==> src/rtl/regression_stream_ctrl.sv <==
// rtl/regression_stream_ctrl.sv - streams stored (X, Y) samples into the error checker and sums returned E
module regression_stream_ctrl #(
    parameter int WIDTH = 20,
    parameter int DEPTH = 16,
    parameter int AW    = 4
) (
    input  logic                  clk,
    input  logic                  reset,
    input  logic                  wr_en,
    input  logic [AW-1:0]         wr_addr,
    input  logic [WIDTH-1:0]      wr_x,
    input  logic [WIDTH-1:0]      wr_y,
    input  logic [WIDTH-1:0]      b0_in,
    input  logic [WIDTH-1:0]      b1_in,
    input  logic                  start,
    input  logic [AW:0]           count,
    output logic [WIDTH-1:0]      X,
    output logic [WIDTH-1:0]      Y,
    output logic [WIDTH-1:0]      B0,
    output logic [WIDTH-1:0]      B1,
    output logic                  en2,
    output logic                  ld_er,
    input  logic [WIDTH-1:0]      E,
    output logic                  err_valid,
    output logic [WIDTH+AW-1:0]   sum_e,
    output logic                  busy,
    output logic                  done
);

    localparam logic [2:0] S_IDLE   = 3'd0;
    localparam logic [2:0] S_CLEAR  = 3'd1;
    localparam logic [2:0] S_STREAM = 3'd2;
    localparam logic [2:0] S_FLUSH0 = 3'd3;
    localparam logic [2:0] S_FLUSH1 = 3'd4;
    localparam logic [2:0] S_DONE   = 3'd5;

    logic [2:0]       state;
    logic [AW-1:0]    idx;
    logic [AW:0]      n_reg;
    logic [AW:0]      n_clamped;
    logic             p1;
    logic             p2;
    logic             last_sample;
    logic [WIDTH-1:0] x_hold;
    logic [WIDTH-1:0] y_hold;
    logic [WIDTH-1:0] mem_x [DEPTH];
    logic [WIDTH-1:0] mem_y [DEPTH];

    assign n_clamped   = (count > (AW+1)'(DEPTH)) ? (AW+1)'(DEPTH) : count;
    assign last_sample = ({1'b0, idx} == n_reg - 1'b1);

    assign busy      = (state == S_CLEAR) || (state == S_STREAM) ||
                       (state == S_FLUSH0) || (state == S_FLUSH1);
    assign en2       = (state == S_STREAM) || (state == S_FLUSH0);
    assign ld_er     = (state == S_CLEAR);
    assign done      = (state == S_DONE);
    // p2 can be left set by the previous pass, so qualify it with the streaming states only
    assign err_valid = p2 && ((state == S_STREAM) || (state == S_FLUSH0) || (state == S_FLUSH1));

    // Outside STREAM the last presented sample is held (reset clears it to zero)
    assign X  = (state == S_STREAM) ? mem_x[idx] : x_hold;
    assign Y  = (state == S_STREAM) ? mem_y[idx] : y_hold;

    // Sample memory is deliberately not reset so a pass can be rerun after an abort
    always_ff @(posedge clk) begin
        if (wr_en && !busy) begin
            mem_x[wr_addr] <= wr_x;
            mem_y[wr_addr] <= wr_y;
        end
    end

    always_ff @(posedge clk) begin
        if (reset) begin
            state  <= S_IDLE;
            idx    <= '0;
            n_reg  <= '0;
            p1     <= 1'b0;
            p2     <= 1'b0;
            x_hold <= '0;
            y_hold <= '0;
            B0     <= '0;
            B1     <= '0;
            sum_e  <= '0;
        end else begin
            if (en2) begin
                p1 <= (state == S_STREAM);
                p2 <= p1;
            end
            if (err_valid) begin
                sum_e <= sum_e + {{AW{1'b0}}, E};
            end
            case (state)
                S_IDLE: begin
                    if (start) begin
                        if (n_clamped != '0) begin
                            B0    <= b0_in;
                            B1    <= b1_in;
                            n_reg <= n_clamped;
                            state <= S_CLEAR;
                        end else begin
                            sum_e <= '0;
                            state <= S_DONE;
                        end
                    end
                end
                S_CLEAR: begin
                    sum_e <= '0;
                    idx   <= '0;
                    p1    <= 1'b0;
                    p2    <= 1'b0;
                    state <= S_STREAM;
                end
                S_STREAM: begin
                    idx    <= idx + 1'b1;
                    x_hold <= mem_x[idx];
                    y_hold <= mem_y[idx];
                    if (last_sample) begin
                        state <= S_FLUSH0;
                    end
                end
                S_FLUSH0: state <= S_FLUSH1;
                S_FLUSH1: state <= S_DONE;
                S_DONE:   state <= S_IDLE;
                default:  state <= S_IDLE;
            endcase
        end
    end

endmodule

==> config.mk <==
export PLATFORM = sky130hd
export DESIGN_NAME = regression_stream_ctrl
export DESIGN_NICKNAME = d
export VERILOG_FILES = /design/src/rtl/regression_stream_ctrl.sv
export SDC_FILE = /design/constraint.sdc
export NUM_CORES = 1
export LEC_CHECK = 0
export ABC_AREA = 1
export CORE_MARGIN = 1.5
export CORE_UTILIZATION = 59
export CTS_CLUSTER_DIAMETER = 50
export CTS_CLUSTER_SIZE = 20
export DETAILED_ROUTE_END_ITERATION = 12
export GPL_ROUTABILITY_DRIVEN = 0
export PLACE_DENSITY = 0.89
export SLEW_MARGIN = 20
export SYNTH_ARGS = -nofsm -noshare
export SYNTH_HDL_FRONTEND = slang
export SYNTH_SLANG_ARGS = --single-unit
==> constraint.sdc <==
create_clock -name clk -period 4.3 [get_ports clk]
set_input_delay 0.86 -clock clk [delete_from_list [all_inputs] [get_ports clk]]
set_output_delay 0.86 -clock clk [all_outputs]
set_load 0.01 [all_outputs]
# Yosys cells after proc, flatten, opt, wreduce, memory -nomap -nowiden
# Memory sizes are Yosys's and may differ from the RTL's. A register that Yosys moved wholly into a read port is not among the register bits.
# Cells that the tools add are included.
dict set report word_totals {
  word_cells 56
  output_inout_bits 109
  regBits 118
  memories 2
  ramBits 640
  inputBits 113
}
# name depth word_bits rd rd_ports_with_merged_regs wr line
set mem_list {}
lappend mem_list {mem_x 16 20 1 1 1 46} ;# logic [WIDTH-1:0] mem_x [DEPTH];
lappend mem_list {mem_y 16 20 1 1 1 47} ;# logic [WIDTH-1:0] mem_y [DEPTH];
dict set report classes {
  n_lt_le_gt_ge 1
  n_addsub 3
  reduce_logical 14
  n_mux 18
  eq_ne 8
}
# op n
set op_table {}
lappend op_table {{24-bit 2-to-1 mux} 3}
lappend op_table {{24-bit one-hot mux with 2 select lines} 1}
lappend op_table {{20-bit 2-to-1 mux} 2}
lappend op_table {{24-bit by 20-bit adder with 24-bit output} 1}
lappend op_table {{4-bit 2-to-1 mux} 4}
lappend op_table {{3-bit one-hot mux with 5 select lines} 1}
lappend op_table {{3-bit 2-to-1 mux} 3}
lappend op_table {{4-bit one-hot mux with 2 select lines} 1}
lappend op_table {{3-bit by 2-bit equality test with 1-bit output, second input constant} 2}
lappend op_table {{3-bit equality test, second input constant} 2}
lappend op_table {{4-bit by 5-bit equality test with 1-bit output} 1}
lappend op_table {{5-bit > comparator, second input constant} 1}
lappend op_table {{1-bit logical OR} 5}
lappend op_table {{5-bit 2-to-1 mux} 1}
lappend op_table {{5-bit nonzero test} 1}
lappend op_table {{5-bit by 1-bit subtractor with 5-bit output, second input constant} 1}
lappend op_table {{4-bit by 1-bit adder with 4-bit output, second input constant} 1}
lappend op_table {{2-bit != test, second input constant} 2}
lappend op_table {{3-bit by 1-bit equality test with 1-bit output, second input constant} 1}
lappend op_table {{3-bit logical NOT} 1}
lappend op_table {{3-bit AND reduction} 1}
lappend op_table {{1-bit logical AND} 2}
lappend op_table {{1-bit 2-to-1 mux} 2}
lappend op_table {{2-bit AND reduction} 1}
lappend op_table {{3 further kinds} 3}

# Depth between registers and ports, before layout
dict set report depth {
  ltp_word 8
  mapped_depth 13
  mapped_depth_nobuf 13
}

# Worst setup path before layout
# OpenSTA, ideal clock, no wires.
dict set report synth_path {
  path_kind {in2reg}
  from {in wr_en}
  to {mem mem_x[0][0] (enable)}
  stages 4
  arrival_time_ps 2921
  slack_ps 942
  path_buffers 0
  setup_ps 437
  t_required_ps 3863
  path_cell_list {inv_1 -> nor2_1 -> nand3_1 -> nor2_1}
}
dict set report synth_via {
  elab_chain_len 3
}
# element line
set synth_rtl {}
lappend synth_rtl {{from (decl)} 9} ;# input logic wr_en,
lappend synth_rtl {{1-bit logical AND} 66} ;# if (wr_en && !busy) begin
lappend synth_rtl {{1-bit 2-to-1 mux} 66}
lappend synth_rtl {{1-bit 2-to-1 mux (implied by the code)} 67} ;# mem_x[wr_addr] <= wr_x;
lappend synth_rtl {{to (decl)} 46}
# Every way passes these cells.

==> metrics.txt <==
RSZ-0062 raised after global routing no; Max Clk Rate 0.239 GHz; DRT antenna net count 0; P&R area growth vs syn 15.4%; status finished, final reports clean; CP endpoint kind primary output; die footprint roughly 55000 um2; Final TNS setup 0 ns; die width 234 um; power density over the cells 432 nW/um2; CP Launch Type flop; Worst Hold Class flop to flop; Via density 6.05; clock latency on the worst-skew pair 0.66 ns; final setup violation count 0; dpl ws 0.829 ns; yosys warns 0; largest cells by area after synthesis edfxtp_1 61%, nand2_1 11%, nand3_1 8.5%; FF+latch count, synth around 760; vias post-DR 23400; count of routing violations after the opening detailed-route iteration around 3300; Core ar. approximately 53000 um2; LEAKAGE 13.6 nW; CTS Buffer Depth 3; GRT Overall Usage 30.2%; Setup Crit Path Kind flop to primary output; Regs by FF count mem_x x320, mem_y x320, sum_e x24; Hold Path Stages 2; crit path max fanout 146; capture point of the worst reg-to-reg path mem_y[14][9]; Max rail drop VDD 0.422 mV; CTS Hold Bufs 0; DR WL/cell 21.3 um; final core utilization 69.0%; final WL 82600 um; Final Critical Period 4.19 ns; number of antenna violations at the first check in global routing 4; CP required 3.44 ns; final hold vios 0; reg2reg start state[1]; Congestion Overflow GR 0; root buffer cell clkbuf_16; setup repair bufs after CTS 0; worst slew pin tran 0.806 ns; CTS tree yes; starting density of the core between 50% and 60%; clk_skew 0.0377 ns; WP data arrival 3.33 ns; worst min-delay path startpoint p1; first-pass GRT wire length approximately 130000 um; Max-slew headroom 46.3%; CTS Sinks 762; cell row count between 80 and 90; Clock transition at path regs 0.07 ns; Port Buffers 221; largest net degree at the start of global routing 155; drt pass-1 iters 6; I/O pins 222; # Max-Cap Violations 0; Slew Limit Fails 0; cell area after synthesis 31500 um2; reg2reg setup slack 1.18 ns; PostCTS Resize Cnt 0; Synth top area share 61.0%; Residual DRC 0; post-synthesis cell count roughly 3000; sequential share of the synthesized area 68.7%; Num CTS Buffers 56; DIE HEIGHT 234 um; htree depth 2; final net count 3267; Avg Cell Area, Syn 10.7 um2; leading area contributor after synthesis edfxtp_1; share of cells above drive strength 1 5.79%; vias in the first global route 23000; syn_nets 3094; Hold EP p2; Worst R2R Path Depth 9; Layout fillers 3452; Final period util 97.4%; setup ws final 0.111 ns; Unique masters post-synth 37; dpl hpwl 47300 um
[cells by family after synthesis]
logic type               Yosys count  share of synthesized area [%]
AND/OR/NAND/NOR                 1621                           21.6
flip-flops                       762                           68.7
buffers and inverters            289                           4.31
AO/OA/AOI/OAI                    255                           4.17
adder cells (fa/ha/maj)           23                          0.937
XOR/XNOR                           6                          0.167
multiplexers                       2                         0.0635
[routing by layer]
| layer | routed length, um | vias to the layer above | GRT usage, % |
|---|---|---|---|
| li1 | - | 10500 | - |
| met2 | 40000 | 1603 | 50.7 |
| met5 | 11 | - | 0 |
| met4 | 3740 | 2 | 14.4 |
| met1 | 28700 | 11000 | 37.0 |
| met3 | 10100 | 281 | 7.17 |
[layout make-up]
| cell class | instances | area [um2] | area share [%] |
|---|---|---|---|
| well taps | 688 | 861 | 2.37 |
| multi-input cells | 1907 | 8620 | 23.7 |
| repair buffers | 280 | 2840 | 7.81 |
| clock inverters | 33 | 387 | 1.06 |
| diodes | 3 | 7.51 | 0.0207 |
| clock buffers | 72 | 1490 | 4.10 |
| inverters | 124 | 477 | 1.31 |
| flip-flops and latches | 762 | 21700 | 59.6 |
[stage by stage]
stage          hold WS (ns)  power [W]  instance area, um2  cells
6_report              0.459     0.0157               36300   3869
5_1_grt               0.495     0.0162               36300   3869
4_1_cts               0.461     0.0157               36300   3866
3_5_place_dp          0.450     0.0104               34500   3761
3_3_place_gp          0.443     0.0103               34500   3761
2_1_floorplan         0.439    0.00960               31500   2958
[worst max path at each step]
| stage | from | end | slack (ns) | cells past startpoint |
|---|---|---|---|---|
| final | flop | Y[17] | 0.11 | 7 |
| after global routing | flop | X[19] | 0.009 | 9 |
| after CTS | flop | X[19] | 0.21 | 9 |
| after detailed placement | wr_en | mem_y[14][15] | 0.83 | 6 |
| after global placement | flop | Y[19] | 0.96 | 8 |
| after floorplan | wr_en | mem_x[0][0] | 0.94 | 4 |
[cell usage after synthesis (all sizes together)]
library cell  number
dfxtp            122
nand4              7
or2                5
xnor2              2
and2               1
a21boi             1
o21a               6
fa                 1
buf              122
clkbuf            43
nand2            911
xor2               4
nor2             155
a21o               1
mux2i              2
nand3            536
a211oi             2
edfxtp           640
nand3b             1
nor3               5
a21oi            146
inv              124
o21ai             95
ha                22
o211ai             4
[worst max-delay path: stages, from the launching register on]
cell and delay [ns]:
dfxtp_4 0.49, buf_12 0.58, nand3_1 0.23, nand3_1 0.12, a21oi_1 0.07, o21ai_1 0.49, nand2_1 0.11, clkdlybuf4s50_1 0.50
[placed cells by master (no fill, tap or decap), drive strengths merged]
| cell type | netlist | routed |
|---|---|---|
| a21boi | 1 | 1 |
| nand4 | 7 | 7 |
| bufinv | 0 | 1 |
| and2 | 1 | 1 |
| buf | 122 | 60 |
| nor2 | 155 | 155 |
| clkinv | 0 | 15 |
| fa | 1 | 1 |
| a211oi | 2 | 2 |
| inv | 124 | 137 |
| nand3 | 536 | 536 |
| o211ai | 4 | 4 |
| o21a | 6 | 6 |
| clkinvlp | 0 | 4 |
| ha | 22 | 22 |
| edfxtp | 640 | 640 |
| o21ai | 95 | 95 |
| dfxtp | 122 | 122 |
| or2 | 5 | 5 |
| diode | 0 | 3 |
| a21o | 1 | 1 |
| xnor2 | 2 | 2 |
| clkdlybuf4s50 | 0 | 220 |
| xor2 | 4 | 4 |
| nand2 | 911 | 911 |
| nor3 | 5 | 5 |
| nand3b | 1 | 1 |
| a21oi | 146 | 146 |
| clkbuf | 43 | 72 |
| mux2i | 2 | 2 |
[report_power, final]
part / total, W / internal (W) / switching [W]
Combinational: 0.00201 / 0.000703 / 0.00131
Clock: 0.00542 / 0.00265 / 0.00277
Sequential: 0.00828 / 0.00820 / 0.0000772
Note: power is estimated with default switching activity, not from simulation.
